<file path="src/rtl/uart_tx_feeder_if.sv">
// Write-side and TX-controller-side signals of the UART transmit feeder.
// master = system/TX environment, slave = the feeder itself.
interface uart_tx_feeder_if #(
    parameter int DATA_WIDTH = 8,
    parameter int ADDR_WIDTH = 3
);
    logic                  WR_EN;
    logic [DATA_WIDTH-1:0] WR_DATA;
    logic                  FULL;
    logic                  EMPTY;
    logic [ADDR_WIDTH:0]   COUNT;
    logic                  OVERFLOW;
    logic                  TX_BUSY;
    logic [DATA_WIDTH-1:0] TX_DATA;
    logic                  TX_DATA_VALID;
    logic                  TIMEOUT_ERR;

    modport master (
        output WR_EN, WR_DATA, TX_BUSY,
        input  FULL, EMPTY, COUNT, OVERFLOW, TX_DATA, TX_DATA_VALID, TIMEOUT_ERR
    );

    modport slave (
        input  WR_EN, WR_DATA, TX_BUSY,
        output FULL, EMPTY, COUNT, OVERFLOW, TX_DATA, TX_DATA_VALID, TIMEOUT_ERR
    );
endinterface

</file>
<file path="src/rtl/uart_tx_feeder.sv">
// Byte buffer draining into the UART TX controller: one VALID pulse per byte,
// then waits for BUSY to rise and fall (or time out) before the next byte.
module uart_tx_feeder #(
    parameter int DATA_WIDTH   = 8,
    parameter int DEPTH        = 8,
    parameter int ADDR_WIDTH   = 3,
    parameter int BUSY_TIMEOUT = 4
) (
    input  logic             CLK,
    input  logic             RST,
    uart_tx_feeder_if.slave  bus
);
    typedef enum logic [2:0] {
        IDLE      = 3'b001,
        WAIT_BUSY = 3'b010,
        WAIT_DONE = 3'b100
    } state_t;

    localparam logic [ADDR_WIDTH:0]   FULL_CNT = (ADDR_WIDTH+1)'(DEPTH);
    localparam logic [ADDR_WIDTH:0]   CNT_ONE  = 1;
    localparam logic [ADDR_WIDTH-1:0] PTR_ONE  = 1;
    localparam logic [3:0]            TMR_ONE  = 4'd1;
    localparam logic [3:0]            TMO_LAST = 4'(BUSY_TIMEOUT - 1);

    state_t                state;
    logic [DATA_WIDTH-1:0] mem [DEPTH];
    logic [ADDR_WIDTH-1:0] wr_ptr;
    logic [ADDR_WIDTH-1:0] rd_ptr;
    logic [3:0]            timer;
    logic                  push;
    logic                  pop;
    logic [ADDR_WIDTH:0]   count_nxt;

    // Both decisions use registered FULL/EMPTY, so a write into a full
    // buffer is dropped even when a pop frees a slot on the same edge.
    assign push = bus.WR_EN && !bus.FULL;
    assign pop  = (state == IDLE) && !bus.EMPTY && !bus.TX_BUSY;

    always_comb begin
        count_nxt = bus.COUNT;
        if (push && !pop)
            count_nxt = bus.COUNT + CNT_ONE;
        else if (pop && !push)
            count_nxt = bus.COUNT - CNT_ONE;
    end

    always_ff @(posedge CLK) begin
        if (push)
            mem[wr_ptr] <= bus.WR_DATA;
    end

    always_ff @(posedge CLK or negedge RST) begin
        if (!RST) begin
            state             <= IDLE;
            wr_ptr            <= '0;
            rd_ptr            <= '0;
            timer             <= '0;
            bus.COUNT         <= '0;
            bus.FULL          <= 1'b0;
            bus.EMPTY         <= 1'b1;
            bus.OVERFLOW      <= 1'b0;
            bus.TX_DATA       <= '0;
            bus.TX_DATA_VALID <= 1'b0;
            bus.TIMEOUT_ERR   <= 1'b0;
        end else begin
            bus.OVERFLOW      <= bus.WR_EN && bus.FULL;
            bus.TX_DATA_VALID <= 1'b0;
            bus.TIMEOUT_ERR   <= 1'b0;
            bus.COUNT         <= count_nxt;
            bus.FULL          <= (count_nxt == FULL_CNT);
            bus.EMPTY         <= (count_nxt == '0);
            if (push)
                wr_ptr <= wr_ptr + PTR_ONE;

            case (state)
                IDLE: begin
                    if (pop) begin
                        bus.TX_DATA       <= mem[rd_ptr];
                        bus.TX_DATA_VALID <= 1'b1;
                        rd_ptr            <= rd_ptr + PTR_ONE;
                        timer             <= '0;
                        state             <= WAIT_BUSY;
                    end
                end
                WAIT_BUSY: begin
                    timer <= timer + TMR_ONE;
                    if (bus.TX_BUSY) begin
                        state <= WAIT_DONE;
                    end else if (timer == TMO_LAST) begin
                        // Controller never started: the byte is abandoned.
                        bus.TIMEOUT_ERR <= 1'b1;
                        state           <= IDLE;
                    end
                end
                WAIT_DONE: begin
                    if (!bus.TX_BUSY)
                        state <= IDLE;
                end
                default: state <= IDLE;
            endcase
        end
    end
endmodule

</file>
<file path="src/flat_wrapper.sv">
// flat-port wrapper written by rule: the top's interface ports become plain ports
module uart_tx_feeder_flat 
#(
    parameter int DATA_WIDTH   = 8,
    parameter int DEPTH        = 8,
    parameter int ADDR_WIDTH   = 3,
    parameter int BUSY_TIMEOUT = 4
)
  (CLK, RST, bus_WR_EN, bus_WR_DATA, bus_TX_BUSY, bus_FULL, bus_EMPTY, bus_COUNT, bus_OVERFLOW, bus_TX_DATA, bus_TX_DATA_VALID, bus_TIMEOUT_ERR);
  uart_tx_feeder_if #(.DATA_WIDTH(DATA_WIDTH), .ADDR_WIDTH(ADDR_WIDTH)) bus_i ();
  input  logic CLK;
  input  logic RST;
  input wire logic [$bits(bus_i.WR_EN)-1:0] bus_WR_EN;
  input wire logic [$bits(bus_i.WR_DATA)-1:0] bus_WR_DATA;
  input wire logic [$bits(bus_i.TX_BUSY)-1:0] bus_TX_BUSY;
  output wire logic [$bits(bus_i.FULL)-1:0] bus_FULL;
  output wire logic [$bits(bus_i.EMPTY)-1:0] bus_EMPTY;
  output wire logic [$bits(bus_i.COUNT)-1:0] bus_COUNT;
  output wire logic [$bits(bus_i.OVERFLOW)-1:0] bus_OVERFLOW;
  output wire logic [$bits(bus_i.TX_DATA)-1:0] bus_TX_DATA;
  output wire logic [$bits(bus_i.TX_DATA_VALID)-1:0] bus_TX_DATA_VALID;
  output wire logic [$bits(bus_i.TIMEOUT_ERR)-1:0] bus_TIMEOUT_ERR;
  assign bus_i.WR_EN = bus_WR_EN;
  assign bus_i.WR_DATA = bus_WR_DATA;
  assign bus_i.TX_BUSY = bus_TX_BUSY;
  assign bus_FULL = bus_i.FULL;
  assign bus_EMPTY = bus_i.EMPTY;
  assign bus_COUNT = bus_i.COUNT;
  assign bus_OVERFLOW = bus_i.OVERFLOW;
  assign bus_TX_DATA = bus_i.TX_DATA;
  assign bus_TX_DATA_VALID = bus_i.TX_DATA_VALID;
  assign bus_TIMEOUT_ERR = bus_i.TIMEOUT_ERR;
  uart_tx_feeder #(.DATA_WIDTH(DATA_WIDTH), .DEPTH(DEPTH), .ADDR_WIDTH(ADDR_WIDTH), .BUSY_TIMEOUT(BUSY_TIMEOUT)) u_core (.CLK(CLK), .RST(RST), .bus(bus_i));
endmodule
</file>
<file path="config.mk">
export PLATFORM = sky130hd
export DESIGN_NAME = uart_tx_feeder_flat
export DESIGN_NICKNAME = d
export VERILOG_FILES = /design/src/rtl/uart_tx_feeder_if.sv /design/src/rtl/uart_tx_feeder.sv /design/src/flat_wrapper.sv
export SDC_FILE = /design/constraint.sdc
export NUM_CORES = 1
export LEC_CHECK = 0
export ABC_AREA = 1
export CORE_MARGIN = 4
export CORE_UTILIZATION = 58
export CTS_CLUSTER_SIZE = 12
export DETAILED_ROUTE_END_ITERATION = 16
export GPL_ROUTABILITY_DRIVEN = 0
export PLACE_DENSITY = 0.91
export SYNTH_ARGS = -nofsm -noshare
export SYNTH_HDL_FRONTEND = slang
export SYNTH_SLANG_ARGS = --single-unit
</file>
<file path="constraint.sdc">
create_clock -name CLK -period 2.5 [get_ports CLK]
set_clock_uncertainty 0.1 [all_clocks]
set_input_delay 0.75 -clock CLK [delete_from_list [all_inputs] [get_ports CLK]]
set_output_delay 0.75 -clock CLK [all_outputs]
set_load 0.01 [all_outputs]
</file>
==> results of run 1 <==
-- where the power goes --
group / leakage, nW / internal (mW) / switching (mW)
Sequential: 0.954 / 2.03 / 0.241
Clock: 0.0949 / 0.450 / 0.473
Combinational: 0.742 / 0.720 / 1.11
-- registers in the layout, summed over array words and instances (netlist names) --
register / count
u_core.mem: 64
u_core.bus.TX_DATA: 8
u_core.bus.COUNT: 4
u_core.bus.EMPTY: 1
u_core.bus.OVERFLOW: 1
u_core.state: 3
u_core.bus.TX_DATA_VALID: 1
u_core.wr_ptr: 3
u_core.rd_ptr: 3
u_core.bus.TIMEOUT_ERR: 1
u_core.timer: 4
u_core.bus.FULL: 1
-- through the flow --
step / std cells / worst slack [ns] / util / power [mW] / hold WS, ns
2_1_floorplan: 331 / 0.280 / - / 3.44 / 0.354
3_3_place_gp: 441 / 0.0554 / 0.674 / 4.02 / 0.364
3_5_place_dp: 441 / 0.0166 / 0.674 / 4.10 / 0.370
4_1_cts: 457 / 0.180 / 0.703 / 5.02 / 0.390
5_1_grt: 457 / 0.166 / 0.703 / 5.36 / 0.431
6_report: 457 / 0.189 / 0.703 / 5.02 / 0.389
-- final timing paths --
kind / depth (start not counted) / slack (ns) / startpoint / to
max in group asynchronous: 2 / 1.33 / RST / u_core.bus.EMPTY
min reg2reg: 2 / 0.39 / u_core.bus.TX_DATA[6] / u_core.bus.TX_DATA[6]
min in group asynchronous: 2 / 0.66 / RST / u_core.rd_ptr[0]
min: 2 / 0.39 / u_core.bus.TX_DATA[6] / u_core.bus.TX_DATA[6]
max: 1 / 0.19 / u_core.bus.EMPTY / bus_EMPTY
max reg2reg: 5 / 0.69 / u_core.rd_ptr[1] / u_core.bus.TX_DATA[1]
-- layout make-up --
class	count	area [sq um]
clock buffer	10	128
clock inverter	6	52.6
fill	400	1910
inverter	27	101
multi-input combinational	199	1060
sequential	94	2680
tap	77	96.3
timing repair buffer	44	400
-- kinds of logic after synthesis --
group / synth area share
xor gates and xnor gates: 0.0113
and+or+nand+nor: 0.150
buffers and inverters: 0.0383
adders and majority gates: 0.0161
AOI/OAI and AO/OA: 0.0951
DFF: 0.689
-- layout by cell type (no fill, tap or decap), drive strengths merged --
cell           count
nor4               1
ha                 5
o22ai              1
nor3               1
xor2               5
o221ai            16
bufinv             1
or2                1
buf               16
a21oi              1
a31o               1
a22o               1
nor2              54
edfxtp            64
nand4              1
nand2             52
o21ai             40
dfstp              2
clkbuf            10
nand3             19
dfrtp             28
clkinv             6
inv               26
clkdlybuf4s50     28
-- layer usage --
layer,part of all wire,up-vias
met5,0,-
met4,0.030,0
met3,0.072,20
met2,0.48,119
met1,0.42,1225
li1,-,1243
==> impl_metrics.ini, run 1 <==
[status]
status = finished clean

[synth]
syn_inst = 331
synth-seq-area-share = 0.689
synth_area_sq_um = 3880
synth_top_area_share = 0.495
avgSynthCellArea_sq_um = 11.7
ys_top_cells_by_count = edfxtp_1, nor2_1, nand2_1
synth.most_common_cell = edfxtp_1
yosysTopAreaCell = edfxtp_1
synth_area_leaders = edfxtp_1, dfrtp_1, o21ai_0, nor2_1, nand2_1
synth_nets = 348
synth_seq_cells = 94
synthFlopType = edfxtp_1
synth_edf_count = 64
synth_cell_types = 30
async_reset_ff_frac = 0.319
ys_warn_count = 0

[clock_network]
htree_levels = 3
cts_max_path_buffers = 2
cts_tree = yes
ctsHoldBuffers = 0
root_buffer = clkbuf_8
cts.sinks = 94
clk_pin_slew_worst_paths_ns = 0.08
cts-buffers-inserted = 9
cts_resized = 0
cts_setup_buffers = 0
clock_latency_ns = 0.36

[global_route]
grt_use_met3 = 0.0459
grt_pass1_wl_um = 12100
busiest_layer = met2
grt_max_degree = 34
gr-usage-met1 = 0.250
grt_overflow = 0
use_met2 = 0.316
grt_util_all_layers = 0.195
antenna_found_initial = 0
grt_pass1_vias = 2501

[detailed_routing]
drt_iter0_drc = 223
wl_per_cell_um = 16.4
drc = 0
viasPerCell = 5.70
drt_pre_antenna_iters = 5
ant_nets = 0
wirelength_um = 7510
vias = 2607

[critical_path]
arrival_ns = 1.46
cp-end-kind = output port
crit_slowest_cell = dfstp_2
cp_top_family = flip-flops
crit_buf_inv = 1
cp.required_ns = 1.65
path_max_fanout = 2
cp_cell_sequence = clkdlybuf4s50_1
crit_type = reg -> out
startpoint_type = flop
critical-path-max-stage-delay_ns = 0.56

[min_path]
min_path_type = reg -> reg

[timing]
fmax_mhz = 433
rsz0062_at_grt = no
final_max_slew_viol_count = 0
max-slew-margin-rel = 0.659
setup_violations = 0
finalCritPeriodShare = 0.924
tightest_slew_ns = 0.511
hold_viol = 0
period_needed_ns = 2.31
tns_ns = 0

[layout]
drive_gt1_frac = 0.121
final_area_sq_um = 4510
syn2layout_area_growth_pct = 16.2
num_antenna_cells = 0
nNetsFinal = 392

[floorplan]
die_h_um = 89.8
io_pins = 29
num_rows = 29
chipWidth_um = 89.8
start_util = 0.605
design.core.area_sq_um = 6420
dieArea_sq_um = 8070

[power_and_ir_drop]
ir_drop_mv = 0.755
p_leak_nw = 1.79
power_density_nw_per_um2 = 1110

[place]
portBuffers = 28
postPlaceCellArea_sq_um = 4330
hpwlAfterDp_um = 5120

[run]
drv_cap = 0
(Power assumes the default switching activity.)
==> run 2, diff against run 1 <==
Settings changed: PLACE_DENSITY 0.91 to 0.79.
==> impl_metrics.ini, run 2 (same netlist as run 1, synthesis figures left out) <==
[status]
status = finished clean

[detailed_routing]
viasPerCell = 5.92
drt_pre_antenna_iters = 5
vias = 2698
drc = 0
wl_per_cell_um = 18.2
drt_iter0_drc = 283
wirelength_um = 8300
ant_nets = 0

[timing]
tightest_slew_ns = 0.503
rsz0062_at_grt = no
fin_hold_ws_ns = 0.390
period_needed_ns = 2.30
max-slew-margin-rel = 0.664
hold_viol = 0
finalCritPeriodShare = 0.920
fmax_mhz = 435
final_max_slew_viol_count = 0
tns_ns = 0
worst_slack_ns = 0.199
setup_violations = 0

[critical_path]
crit_slowest_cell = dfstp_2
path_max_fanout = 2
cp_top_family = flip-flops
startpoint_type = flop
crit_type = reg -> out
critical-path-max-stage-delay_ns = 0.56
arrival_ns = 1.45
cp_cell_sequence = clkdlybuf4s50_1
cp-end-kind = output port
cp.required_ns = 1.65
crit_buf_inv = 1

[global_route]
grt_max_degree = 34
grt_pass1_vias = 2580
antenna_found_initial = 0
grt_util_all_layers = 0.213
grt_pass1_wl_um = 13200
grt_overflow = 0

[layout]
fillers = 442
top_register = u_core.mem
final_cell_mix = edfxtp_1, nor2_1, nand2_1, o21ai_0
final_common_cell = edfxtp_1
syn2layout_area_growth_pct = 16.5
largest_reg_flops = 64
largestRegisters = u_core.mem (64), u_core.bus.TX_DATA (8)
stdcell_count = 456
num_antenna_cells = 0
drive_gt1_frac = 0.121
nNetsFinal = 391

[power_and_ir_drop]
ir_drop_mv = 0.536
p_leak_nw = 1.78
total_power_mw = 5.16
power_density_nw_per_um2 = 1140

[clock_network]
root_buffer = clkbuf_8
cts_resized = 0
ctsHoldBuffers = 0
htree_levels = 3
cts-buffers-inserted = 9
cts_max_path_buffers = 2
clk_pin_slew_worst_paths_ns = 0.09
cts_tree = yes
cts.sinks = 94
cts_setup_buffers = 0
clock_latency_ns = 0.36

[place]
hpwlAfterDp_um = 5650
portBuffers = 28
dp_slack_ns = 0.0608
placedCellCount = 440

[floorplan]
design.core.area_sq_um = 6420
chipWidth_um = 89.8
start_util = 0.605
dieArea_sq_um = 8070
num_rows = 29
die_h_um = 89.8
io_pins = 29

[min_path]
min_path_type = reg -> reg

[run]
drv_cap = 0
-- run 2: layout make-up --
cell class	count	area, sq um	area share
Multi-Input combinational cell	199	1060	0.234
Sequential cell	94	2680	0.591
Inverter	27	101	0.0224
Tap cell	77	96.3	0.0213
Clock buffer	12	145	0.0321
Clock inverter	4	53.8	0.0119
Timing Repair Buffer	43	393	0.0869
-- run 2: worst paths after layout --
| path | startpoint | end | slack, ns | cells after the start |
|---|---|---|---|---|
| setup / recovery | u_core.bus.EMPTY | bus_EMPTY | 0.20 | 1 |
| hold / removal | u_core.bus.TX_DATA[5] | u_core.bus.TX_DATA[5] | 0.39 | 2 |
| setup reg to reg | u_core.rd_ptr[0] | u_core.bus.TX_DATA[7] | 0.88 | 5 |
| hold reg to reg | u_core.bus.TX_DATA[5] | u_core.bus.TX_DATA[5] | 0.39 | 2 |
| max in group asynchronous | RST | u_core.bus.EMPTY | 1.29 | 2 |
| min in group asynchronous | RST | u_core.bus.TX_DATA[5] | 0.68 | 2 |
-- run 2: per-layer routing --
metal | global-route usage | up-vias | routed length (um)
li1 | - | 1240 | -
met1 | 0.289 | 1336 | 3470
met2 | 0.346 | 109 | 4100
met3 | 0.0451 | 13 | 588
met4 | 0.0702 | 0 | 146
met5 | 0 | - | 0
-- run 2: per-stage QoR --
step           cell area (sq um)   util
2_1_floorplan               3880      -
3_3_place_gp                4320  0.673
3_5_place_dp                4320  0.673
4_1_cts                     4520  0.704
5_1_grt                     4520  0.704
6_report                    4520  0.704
-- run 2: where the power goes --
group,internal [mW],switching (mW),leakage [nW],total [mW]
combinational,0.726,1.19,0.736,1.92
clock,0.494,0.508,0.0932,1.00
sequential,2.03,0.211,0.954,2.24
